<file path="config.mk">
export PLATFORM = sky130hd
export DESIGN_NAME = t07_mem_arbiter
export DESIGN_NICKNAME = d
export VERILOG_FILES = /design/src/rtl/t07_mem_arb_pkg.sv /design/src/rtl/t07_mem_arb_watchdog.sv /design/src/rtl/t07_mem_arbiter.sv
export SDC_FILE = /design/constraint.sdc
export NUM_CORES = 1
export LEC_CHECK = 0
export BUFFER_PORTS_ARGS = -buffer_cell sky130_fd_sc_hd__buf_2
export CAP_MARGIN = 20
export CORE_ASPECT_RATIO = 1.1
export CORE_MARGIN = 3
export CORE_UTILIZATION = 40
export CTS_CLUSTER_DIAMETER = 100
export DETAILED_ROUTE_END_ITERATION = 16
export GPL_TIMING_DRIVEN = 0
export PLACE_DENSITY = 0.72
export SLEW_MARGIN = 0
export SYNTH_ARGS = -nofsm -noshare
export SYNTH_HDL_FRONTEND = slang
export SYNTH_HIERARCHICAL = 1
export SYNTH_SLANG_ARGS = --single-unit
</file>
<file path="constraint.sdc">
create_clock -name clk -period 10.75 [get_ports clk]
set_clock_uncertainty 0.15 [all_clocks]
set_input_delay 0.5375 -clock clk [delete_from_list [all_inputs] [get_ports clk]]
set_output_delay 0.5375 -clock clk [all_outputs]
set_load 0.01 [all_outputs]
</file>
<file path="src/rtl/t07_mem_arb_pkg.sv">
// Shared types and constants for the instruction/data memory-port arbiter.
package t07_mem_arb_pkg;

  typedef enum logic [1:0] {
    StIdle,
    StFetch,
    StData,
    StResp
  } state_t;

  localparam logic [31:0] ERR_DATA  = 32'hBAD0_BAD0;
  localparam logic [3:0]  FETCH_SEL = 4'hF;

endpackage

</file>
<file path="src/rtl/t07_mem_arb_watchdog.sv">
// Access watchdog: counts stalled cycles of an outstanding memory access and
// flags expiry on the cycle that reaches TIMEOUT_CYC.
module t07_mem_arb_watchdog #(
  parameter int unsigned TIMEOUT_CYC = 255
) (
  input  logic clk,
  input  logic rst,
  input  logic active_i,
  input  logic mem_ack_i,
  output logic expired_o
);

  localparam int unsigned CntW = $clog2(TIMEOUT_CYC + 1);

  logic [CntW-1:0] cnt_q, cnt_d;

  // Idle/turnaround cycles hold the count at zero, so every access starts fresh.
  always_comb begin
    cnt_d = cnt_q;
    if (!active_i) begin
      cnt_d = '0;
    end else if (!mem_ack_i) begin
      cnt_d = cnt_q + 1'b1;
    end
  end

  always_ff @(posedge clk or posedge rst) begin
    if (rst) begin
      cnt_q <= '0;
    end else begin
      cnt_q <= cnt_d;
    end
  end

  assign expired_o = active_i && !mem_ack_i && (cnt_q == CntW'(TIMEOUT_CYC - 1));

endmodule

</file>
<file path="src/rtl/t07_mem_arbiter.sv">
// Arbitrates the single memory port between instruction fetch and data load/store.
// Optional access watchdog enabled by defining T07_MEM_ARB_TIMEOUT_EN.
module t07_mem_arbiter
  import t07_mem_arb_pkg::*;
#(
  parameter int unsigned ADDR_W      = 32,
  parameter int unsigned DATA_W      = 32,
  parameter int unsigned TIMEOUT_CYC = 255
) (
  input  logic              clk,
  input  logic              rst,
  input  logic              if_req,
  input  logic [ADDR_W-1:0] if_addr,
  output logic [DATA_W-1:0] if_rdata,
  output logic              if_ack,
  input  logic              d_ren,
  input  logic              d_wen,
  input  logic [ADDR_W-1:0] d_addr,
  input  logic [DATA_W-1:0] d_wdata,
  input  logic [3:0]        d_sel,
  output logic [DATA_W-1:0] d_rdata,
  output logic              d_ack,
  output logic [ADDR_W-1:0] mem_addr,
  output logic [DATA_W-1:0] mem_wdata,
  output logic [3:0]        mem_sel,
  output logic              mem_ren,
  output logic              mem_wen,
  input  logic [DATA_W-1:0] mem_rdata,
  input  logic              mem_ack,
  output logic              grant_data,
  output logic              freeze,
  output logic              timeout_err
);

  state_t state_q, state_d;

  logic [ADDR_W-1:0] addr_q;
  logic [DATA_W-1:0] wdata_q;
  logic [3:0]        sel_q;
  logic              wr_q;
  logic              is_data_q;
  logic [DATA_W-1:0] if_rdata_q;
  logic [DATA_W-1:0] d_rdata_q;

  logic              d_any;
  logic              busy;
  logic              timeout;
  logic              complete;
  logic [DATA_W-1:0] rdata_in;

  assign d_any    = d_ren | d_wen;
  assign busy     = (state_q == StFetch) || (state_q == StData);
  assign complete = busy && (mem_ack || timeout);

`ifdef T07_MEM_ARB_TIMEOUT_EN
  logic timeout_err_q;

  t07_mem_arb_watchdog #(
    .TIMEOUT_CYC(TIMEOUT_CYC)
  ) u_watchdog (
    .clk      (clk),
    .rst      (rst),
    .active_i (busy),
    .mem_ack_i(mem_ack),
    .expired_o(timeout)
  );

  always_ff @(posedge clk or posedge rst) begin
    if (rst) begin
      timeout_err_q <= 1'b0;
    end else if (timeout) begin
      timeout_err_q <= 1'b1;
    end
  end

  assign timeout_err = timeout_err_q;
  assign rdata_in    = timeout ? DATA_W'(ERR_DATA) : mem_rdata;
`else
  assign timeout     = 1'b0;
  assign timeout_err = 1'b0;
  assign rdata_in    = mem_rdata;
`endif

  always_comb begin
    state_d = state_q;
    unique case (state_q)
      StIdle: begin
        // Data has fixed priority over fetch.
        if (d_any) begin
          state_d = StData;
        end else if (if_req) begin
          state_d = StFetch;
        end
      end
      StFetch, StData: begin
        if (complete) begin
          state_d = StResp;
        end
      end
      StResp:  state_d = StIdle;
      default: state_d = StIdle;
    endcase
  end

  always_ff @(posedge clk or posedge rst) begin
    if (rst) begin
      state_q    <= StIdle;
      addr_q     <= '0;
      wdata_q    <= '0;
      sel_q      <= '0;
      wr_q       <= 1'b0;
      is_data_q  <= 1'b0;
      if_rdata_q <= '0;
      d_rdata_q  <= '0;
    end else begin
      state_q <= state_d;
      if (state_q == StIdle) begin
        if (d_any) begin
          addr_q    <= d_addr;
          wdata_q   <= d_wdata;
          sel_q     <= d_sel;
          wr_q      <= d_wen;
          is_data_q <= 1'b1;
        end else if (if_req) begin
          addr_q    <= if_addr;
          wdata_q   <= '0;
          sel_q     <= FETCH_SEL;
          wr_q      <= 1'b0;
          is_data_q <= 1'b0;
        end
      end
      if (complete) begin
        if (state_q == StFetch) begin
          if_rdata_q <= rdata_in;
        end else if (!wr_q) begin
          d_rdata_q <= rdata_in;
        end
      end
    end
  end

  // Memory side is driven only from latched request fields.
  assign mem_addr   = addr_q;
  assign mem_wdata  = wdata_q;
  assign mem_sel    = sel_q;
  assign mem_ren    = (state_q == StFetch) || ((state_q == StData) && !wr_q);
  assign mem_wen    = (state_q == StData) && wr_q;
  assign grant_data = (state_q == StData);

  assign if_ack   = (state_q == StResp) && !is_data_q;
  assign d_ack    = (state_q == StResp) && is_data_q;
  assign if_rdata = if_rdata_q;
  assign d_rdata  = d_rdata_q;

  assign freeze = ((state_q == StIdle) && (if_req || d_any)) || busy;

endmodule

</file>
### Word level (Yosys, flattened, before mapping)

Index checks and enable logic that the tools add are counted.

* latch bits: 0
* bits in registers: 136
* memory bits (read-only): 0
* memories: 0
* bits in writable memories: 0
* word-level logic and storage cells: 48
* bits of input ports: 138

* multiply operators: 0
* bitwise logic cells: 3
* reductions and logical operators: 19
* shift-type cells: 0
* div/mod/pow operators: 0
* order comparisons: 0
* add/subtract/negate cells: 0
* equal/unequal tests: 5
* mux-type cells: 13

Operators by type and width (count)
* 32-bit 2-to-1 mux: 4
* 4-bit 2-to-1 mux: 2
* 1-bit logical AND: 6
* 2-bit 2-to-1 mux: 3
* 2-bit one-hot mux with 3 select lines: 1
* 2-bit AND reduction: 3
* 2-bit equality test, second input constant: 2
* 1-bit logical OR: 4
* 1-bit 2-to-1 mux: 3
* 3-bit != test, second input constant: 1
* 3-bit AND reduction: 1
* 2-bit by 1-bit equality test with 1-bit output, second input constant: 1
* 1-bit zero test: 2
* 2-bit zero test: 1
* 2-bit != test, second input constant: 1
* 1-bit NOT: 2
* 2-bit nonzero test: 1
* 2-bit OR reduction: 1
* 1-bit bitwise OR: 1

### Depth between registers and ports, before layout

* depth after elaboration: 5
* gate-level depth with buffers: 7

### Least setup slack after synthesis

No wires, ideal clock.

* path kind: reg-to-output
* start point: register state_q[0]
* end point: output port freeze
* stages on the path, launching flop included: 7
* required time: 10.062 ns
* setup slack: 8.780 ns
* arrival time: 1.283 ns
* path through: dfrtp_1 inv_1 ha_1 o31ai_4 buf_4 buf_6 nand2_1

* cells in the longest elaborated chain, start to end: 3
* elaborated cells on any way between the ends: 6

Ends and longest elaborated chain
* from (decl): RTL line t07_mem_arbiter.sv:35 `state_t state_q, state_d;`
* from (signal assigned): RTL line t07_mem_arbiter.sv:107 `state_q <= StIdle;`
* from (signal assigned): RTL line t07_mem_arbiter.sv:116 `state_q <= state_d;`
* 2-bit by 1-bit equality test with 1-bit output, or another cell as far along: RTL line t07_mem_arbiter.sv:52 `assign busy = (state_q == StFetch) || (state_q == StData);`
* 1-bit logical OR or 1-bit logical AND (tied branches): RTL line t07_mem_arbiter.sv:52, t07_mem_arbiter.sv:155
* 1-bit logical OR *: RTL line t07_mem_arbiter.sv:155 `assign freeze = ((state_q == StIdle) && (if_req || d_any)) || busy;`
* to (decl): RTL line t07_mem_arbiter.sv:31 `output logic freeze,`

Every way passes the cells marked *; elsewhere a longest branch is shown, timed or not.

### Final worst setup path

* start point: register state_q[1]
* end point: output port freeze

The elaborated chain is that of the path after synthesis.

==> summary.txt <==
Status = finished clean
CTS Hold Bufs = 0
Relative slew slack = 57.6%
Fmax = 369 MHz
Post-route DRC = 0
Setup crit end kind = output pin
Post-synth EDFFs = 0
DIE AREA = 15000 um2
Primary FF master, synth = dfrtp_1
Minimum clock period = 2.71 ns
Final hold vios = 0
Root Driver = clkbuf_16
Area Overhead vs Synth = 41.5%
RSZ-0062 raised after global routing = no
Worst Hold Class = in2async
Reg area = 3400 um2
Worst-case reg-to-reg path depth = 6
Post-cts gate resize count = 0
Slowest stage cell on the critical path = dfrtp_1
Final setup violation count = 0
Core Area = 13200 um2
#FFs+latches synth = 136
CP Class = reg2out
Port Buf Inserts = 275
Vias in the first global route = 4296
Worst Max-Slew Pin Slew = 0.630 ns
Max cap viols = 0
Flop-to-flop setup slack = 8.50 ns
Cell family with most CP delay = buffers and inverters
TNS Setup = 0 ns
Number of post-CTS setup repair buffers = 0
Register area share after synthesis = 62.7%
Clock latency on the worst-skew pair = 0.40 ns
Final period util = 25.2%
Crit-path max FO = 10
Placer Congestion = 0.830
Die Ht = 128 um
CP endpoint = freeze
Mapped cell area = 5420 um2
Post-layout util = 58.1%
Yosys warns = 6
Average size of a mapped cell = 13.9 um2
Die Wd = 117 um
Pre-Repair DR Iteration Count = 6
Initial DRC Count = 214
Clock buffer depth = 2
Total gr overflow = 0
CP Cell Sequence = inv_1 > ha_1 > o31ai_4 > buf_4 > buf_6 > nand2_1 > buf_2
Net Count, Synth = 533
Initial antenna violation count = 0
Final #Nets = 828
CP Launch Point = state_q[1]
Crit path launch type = flip-flop
Fill cell count = 1051
TritonCTS buffer count = 17
Worst path depth = 7
Max H-tree Level = 4
Initial core utilization = 41.1%
Routed WL = 14.7 mm
Core Rows = 44
Yosys cell types = 27
First-pass GRT wire length = 22.3 mm
CTS tree = built
DPL Wire Length = 11.7 mm
Reg2reg start = state_q[1]
Buf+Inv Stages, Crit Path = 4
Worst vdd ir = 0.132 mV
Vias = 4225
Routed vias/inst = 4.92
Final Slew Violations = 0
Clock slew at reported path FFs = 0.06 ns
Layout cells sized above 1 = 56.4%
Post-synth ARST share = 100%
WP data arrival = 2.02 ns
Wire length per cell = 17.1 um
Post-Synthesis Cells = 390
Total GRT Usage = 19.5%
Leak = 3.94 nW
Pin count of the biggest net entering global routing = 70
Routed Antenna Nets = 0
N_diodes = 0
Slowest stage delay, CP = 0.42 ns
Area occupied by multi-input gates = 1850 um2
Pwr per Cell Area = 326 nW/um2
Top Ports = 277
Sinks on Clock Net = 136
Req. time, crit path = 10.06 ns
R2R Path End = d_rdata[4]
==> worst reg2reg max path: stages (launching register included) <==
cell     delay, ns
dfrtp_1       0.41
inv_1         0.10
ha_1          0.32
nand2_1       0.10
nor3_2        0.38
buf_4         0.30
mux2_2        0.37
==> placed cells by master (no fill, tap or decap), types with 2 or more instances in the layout <==
master | Yosys | final
clkinvlp_4 | 0 | 4
and2_1 | 2 | 2
inv_6 | 0 | 2
buf_2 | 10 | 285
o22a_1 | 4 | 4
mux2i_1 | 32 | 32
nand2_1 | 38 | 38
o21ai_0 | 30 | 30
clkbuf_16 | 0 | 17
buf_4 | 8 | 8
ha_1 | 5 | 5
clkinv_2 | 0 | 2
bufinv_16 | 0 | 4
mux2_1 | 2 | 2
clkbuf_8 | 0 | 3
dfrtp_1 | 136 | 136
a21oi_1 | 3 | 3
a22o_1 | 32 | 32
o21ai_1 | 4 | 4
clkbuf_1 | 3 | 4
mux2_2 | 62 | 62
buf_6 | 2 | 2
inv_1 | 7 | 6
==> synth_stat cells (2+ instances only) <==
cell type,instances,share of area (%)
o21ai_1,4,0.37
mux2_1,2,0.42
mux2i_1,32,5.9
buf_2,10,0.92
mux2_2,62,13
a22o_1,32,5.2
a21oi_1,3,0.28
o22a_1,4,0.65
o21ai_0,30,2.8
inv_1,7,0.48
and2_1,2,0.23
buf_4,8,1.1
buf_6,2,0.42
nand2_1,38,2.6
ha_1,5,1.2
clkbuf_1,3,0.21
dfrtp_1,136,63
==> state kept, by name, indices dropped and copies added, names as in the netlist <==
name / count
d_rdata: 32
if_rdata: 32
mem_addr: 32
mem_wdata: 32
mem_sel: 4
state_q: 2
is_data_q: 1
wr_q: 1
==> worst min-delay path by stage <==
stage                               to  slack [ns]
after CTS                   d_rdata[0]        0.08
after global placement     mem_addr[8]        0.31
after global routing        d_rdata[0]         0.1
after detailed placement  mem_addr[27]        0.32
final                       d_rdata[0]        0.06
after floorplan              is_data_q        0.31
==> area by class of cell <==
cell class / instances / share of cell area (%)
buffer: 23 / 1.88
multi-input combinational: 224 / 24.1
clock inverter: 11 / 2.20
timing repair buffer: 276 / 18.3
tap: 161 / 2.63
sequential: 136 / 44.4
inverter: 7 / 0.408
clock buffer: 21 / 6.13
==> cell families (layout without fill, tap and decap cells) <==
logic type / after synthesis / count (layout) / share of synthesized area, %
other: 1 / 1 / 0.0691
buffers and inverters: 30 / 338 / 3.14
adder cells (fa/ha/maj): 5 / 5 / 1.15
AND/OR/NAND/NOR: 44 / 44 / 3.48
AO/OA/AOI/OAI: 78 / 78 / 10.2
multiplexers: 96 / 96 / 19.2
flip-flops: 136 / 136 / 62.7
==> metal layers <==
layer | GRT usage [%] | vias up | wire length [um]
met4 | 5.74 | 0 | 144
met2 | 33.1 | 201 | 7410
li1 | - | 1981 | -
met1 | 22.0 | 2032 | 5730
met3 | 8.64 | 11 | 1450
met5 | 0 | - | 0
==> power by group <==
| group | internal, mW | switching [mW] | leakage [nW] |
|---|---|---|---|
| sequential | 0.771 | 0.133 | 1.64 |
| combinational | 0.462 | 0.515 | 2.00 |
| clock | 0.407 | 0.213 | 0.302 |
==> stage by stage <==
stage          power, mW  std cells  hold WS (ns)  worst slack (ns)  instance area (um2)
6_report            2.50        859        0.0598              8.04                 7670
5_1_grt             2.66        859        0.0999              7.90                 7670
4_1_cts             2.53        859        0.0765              8.00                 7670
3_5_place_dp        1.90        827         0.316              8.23                 7030
3_3_place_gp        1.86        826         0.309              5.22                 7000
2_1_floorplan       1.46        390         0.309              6.42                 5420
Note: power is estimated with default switching activity, not from simulation.
